--- src/rtl/pipe_ctrl.sv ---
// Pipeline stall/flush controller: freezes on instruction or data memory wait, inserts load-use bubbles, flushes on redirect.
// Optional stall counter enabled by defining PIPE_CTRL_PERF_EN.
module pipe_ctrl (
    input  logic        clk,
    input  logic        reset,
    input  logic        imem_resp,
    input  logic        dmem_read,
    input  logic        dmem_write,
    input  logic        dmem_resp,
    input  logic [15:0] dmem_rdata,
    input  logic        load_use,
    input  logic        branch_taken,
    output logic        pc_load,
    output logic        if_id_load,
    output logic        id_ex_load,
    output logic        ex_mem_load,
    output logic        mem_wb_load,
    output logic        if_id_clear,
    output logic        id_ex_clear,
    output logic        ex_mem_clear,
    output logic        mem_wb_clear,
    output logic        dmem_read_o,
    output logic        dmem_write_o,
    output logic [15:0] mem_rdata_o,
    output logic [15:0] stall_count
);

    typedef enum logic [1:0] {RUN, DWAIT, DDONE} state_t;

    state_t      state_q, state_d;
    logic [15:0] hold_q, hold_d;
    logic        access, in_ddone, dstall, advance;

    assign access   = dmem_read | dmem_write;
    assign in_ddone = (state_q == DDONE);
    assign dstall   = access & ~dmem_resp & ~in_ddone;
    assign advance  = ~dstall & imem_resp;

    always_ff @(posedge clk) begin
        if (reset) begin
            state_q <= RUN;
            hold_q  <= 16'd0;
        end else begin
            state_q <= state_d;
            hold_q  <= hold_d;
        end
    end

    // DDONE remembers a finished data access while fetch is still stalled.
    always_comb begin
        state_d = state_q;
        case (state_q)
            RUN: begin
                if (access && !dmem_resp)
                    state_d = DWAIT;
                else if (access && dmem_resp && !imem_resp)
                    state_d = DDONE;
            end
            DWAIT: begin
                if (dmem_resp && imem_resp)
                    state_d = RUN;
                else if (dmem_resp && !imem_resp)
                    state_d = DDONE;
            end
            DDONE: begin
                if (imem_resp)
                    state_d = RUN;
            end
            default: state_d = RUN;
        endcase
    end

    always_comb begin
        hold_d = hold_q;
        if (dmem_resp && !in_ddone)
            hold_d = dmem_rdata;
    end

    always_comb begin
        pc_load      = 1'b0;
        if_id_load   = 1'b0;
        id_ex_load   = 1'b0;
        ex_mem_load  = 1'b0;
        mem_wb_load  = 1'b0;
        if_id_clear  = 1'b0;
        id_ex_clear  = 1'b0;
        ex_mem_clear = 1'b0;
        mem_wb_clear = 1'b0;
        dmem_read_o  = dmem_read & ~in_ddone & ~reset;
        dmem_write_o = dmem_write & ~in_ddone & ~reset;
        mem_rdata_o  = in_ddone ? hold_q : dmem_rdata;
        if (reset) begin
            if_id_clear  = 1'b1;
            id_ex_clear  = 1'b1;
            ex_mem_clear = 1'b1;
            mem_wb_clear = 1'b1;
        end else if (advance) begin
            pc_load     = 1'b1;
            if_id_load  = 1'b1;
            id_ex_load  = 1'b1;
            ex_mem_load = 1'b1;
            mem_wb_load = 1'b1;
            if (branch_taken) begin
                if_id_clear  = 1'b1;
                id_ex_clear  = 1'b1;
                ex_mem_clear = 1'b1;
            end else if (load_use) begin
                pc_load     = 1'b0;
                if_id_load  = 1'b0;
                id_ex_clear = 1'b1;
            end
        end
    end

`ifdef PIPE_CTRL_PERF_EN
    logic [15:0] stall_count_q, stall_count_d;
    logic        stall_evt;

    always_comb begin
        stall_evt     = ~advance | (load_use & ~branch_taken);
        stall_count_d = stall_count_q;
        if (stall_evt && stall_count_q != 16'hFFFF)
            stall_count_d = stall_count_q + 16'd1;
    end

    always_ff @(posedge clk) begin
        if (reset)
            stall_count_q <= 16'd0;
        else
            stall_count_q <= stall_count_d;
    end

    assign stall_count = stall_count_q;
`else
    assign stall_count = 16'd0;
`endif

endmodule

--- config.mk ---
export PLATFORM = sky130hd
export DESIGN_NAME = pipe_ctrl
export DESIGN_NICKNAME = d
export VERILOG_FILES = /design/src/rtl/pipe_ctrl.sv
export SDC_FILE = /design/constraint.sdc
export NUM_CORES = 1
export LEC_CHECK = 0
export BUFFER_PORTS_ARGS = -buffer_cell sky130_fd_sc_hd__buf_2
export CAP_MARGIN = 40
export CORE_MARGIN = 8
export CORE_UTILIZATION = 45
export CTS_BUF_LIST = sky130_fd_sc_hd__clkbuf_8
export DETAILED_ROUTE_END_ITERATION = 6
export GPL_TIMING_DRIVEN = 1
export PLACE_DENSITY = 0.89
export SKIP_CTS_REPAIR_TIMING = 1
export SYNTH_ARGS = -nofsm -noshare
export SYNTH_HDL_FRONTEND = slang
export SYNTH_SLANG_ARGS = --single-unit
--- constraint.sdc ---
create_clock -name clk -period 1.55 [get_ports clk]
set_input_delay 0.155 -clock clk [delete_from_list [all_inputs] [get_ports clk]]
set_output_delay 0.155 -clock clk [all_outputs]
set_load 0.01 [all_outputs]
==> metrics.md <==
| Metric | Value |
|---|---|
| Run status | finished, final reports clean |
| Most common library cells after synthesis | nand2_1, buf_4, dfxtp_1 |
| Worst path cell trace | nor2b_4 -> o31ai_4 -> a211oi_2 -> buf_2 |
| Die W | 66.2 um |
| Starting DRC count in detailed routing | 59 |
| Synth area leader | dfxtp_1 |
| Slew Limit Fails | 0 |
| Via count | 1114 |
| WP buf/inv | 1 |
| Total CTS buffers | 3 |
| Crit-path max FO | 4 |
| Setup ws final | 52.5 ps |
| Main synth FF type | dfxtp_1 |
| Total power | 1090 uW |
| I/O pin total | 67 |
| Worst-Skew Late Latency | 240 ps |
| CP delay by family, top | flip-flops |
| DP HPWL | 2110 um |
| Slowest-stage cell, CP | dfxtp_1 |
| Critical path required time | 1390 ps |
| Final Cycle Share | 96.6% |
| Worst-path clk slew | 60 ps |
| Number of remaining DRC errors | 0 |
| Number of global-route vias before repair | 1007 |
| Drt pass-1 iters | 4 |
| Drt total wl | 2750 um |
| Num Clock Sinks | 18 |
| Critical Path AT | 1340 ps |
| Initial Util | 46.6% |
| Synth area leaders | dfxtp_1, nand2_1, buf_4 |
| Cells after Synth | 167 |
| Worst vdd ir | 447 uV |
| Ys async rst share | 0% |
| # nets final | 230 |
| Static leakage power | 0.000688 uW |
| Pre-CTS WS | 257 ps |
| H-Tree Depth | 1 |
| # diodes | 0 |
| # Max-Cap Violations | 0 |
| Worst path max stage delay | 380 ps |
| ANT nets after route | 0 |
| Finished layout cell area | 1360 um^2 |
| Total grt overflow | 0 |
| Die Ht | 66.2 um |
| Most frequent cell after synthesis | nand2_1 |
| P&R area growth vs syn | 19.5% |
| Pwr dens | 806 nW/um^2 |
| CP startpoint kind | flop |
| Root Buffer | clkbuf_8 |
| Via density | 4.76 |
| Share of post-route cells with drive strength above 1 | 30.9% |
| Clk_skew | 0.503 ps |
| Hold_ws | 172 ps |
| Yosys Warn Count | 0 |
| GRT Overall Usage | 11.5% |
| CP Capture Type | primary output |
| Final hold violations | 0 |
| RePlAce Congestion | 0.771 |
| Largest net degree at the start of global routing | 34 |
| Fin util | 55.7% |
| WL/cell | 11.8 um |
| CTS tree | yes |
| Fmax | 668 MHz |
| Syn avg cell area | 6.79 um^2 |
| First-pass GRT wire length | 4260 um |
| Maximum root-to-sink buffer count | 2 |
| Initial antenna violation count | 0 |
| Final setup fails | 0 |
| Seq cells post-synth | 18 |
| Worst Hold Class | primary input to flop |
| Area of the die | 4380 um^2 |
| Post-synthesis cell type count | 25 |
| Synthesized cell area | 1130 um^2 |
| Post-synth EDFFs | 0 |
| Placed cell area | 1280 um^2 |
| Setup CP Type | flop to primary output |
| Post-synthesis sequential area ratio | 31.8% |
| Final worst path period need | 1500 ps |
| Row count | 18 |
| Buffers on Ports | 50 |
| Post-synth top area share | 31.8% |
| Core area | 2430 um^2 |
-- metrics by stage --
stage          TNS, ps  std cells
6_report             0        234
5_1_grt          -6.03        234
4_1_cts          -30.6        234
3_5_place_dp         0        231
3_3_place_gp         0        231
2_1_floorplan        0        182
-- final cells by class --
type / count / area (um^2)
sequential: 18 / 360
inverter: 2 / 10.0
multi-input combinational: 127 / 614
clock buffer: 3 / 41.3
fill: 251 / 1080
timing repair buffer: 54 / 292
tap: 30 / 37.5
-- power breakdown --
| part | total, uW | internal [uW] | switching (uW) | leakage [uW] |
|---|---|---|---|---|
| Clock | 306 | 172 | 135 | 0.0000216 |
| Combinational | 280 | 111 | 169 | 0.000519 |
| Sequential | 506 | 491 | 14.4 | 0.000148 |
-- cell usage in the layout (no fill, tap or decap), drive strengths merged, types with 2 or more instances in the layout --
cell type / instances
nor2: 3
buf: 54
nor3b: 2
nand2: 48
dfxtp: 18
nand3: 16
inv: 2
o21bai: 2
a21oi: 16
clkbuf: 3
o21ai: 16
conb: 16
-- sequential cells by signal (all words and copies together), names as in the netlist --
name and flops:
hold_q 16, state_q 2
-- worst register-to-register path, stage by stage, from the launching register on --
cell and delay [ps]:
dfxtp_1 380, nor2b_4 220, buf_4 210, o21ai_0 90
a21oi_1 150
-- cell families after synthesis --
| group | share of synthesized area, % |
|---|---|
| flops | 31.8 |
| buf+inv | 20.9 |
| other cells | 0.331 |
| simple gates | 28.4 |
| compound gates | 18.7 |
-- path summary, 6_finish.rpt --
kind	startpoint	to	slack, ps	depth (start not counted)
max reg2reg	state_q[1]	hold_q[4]	430	4
min	dmem_rdata[10]	hold_q[10]	170	3
min reg2reg	hold_q[10]	hold_q[10]	480	2
max	state_q[1]	pc_load	50	4
-- metal layers --
metal	track usage, %	wire length (um)	vias to the layer above
li1	-	-	589
met1	13.0	1150	478
met2	20.6	1280	45
met3	2.37	289	2
met4	4.00	27	0
met5	0	0	-
Note: power is estimated with default switching activity, not from simulation.
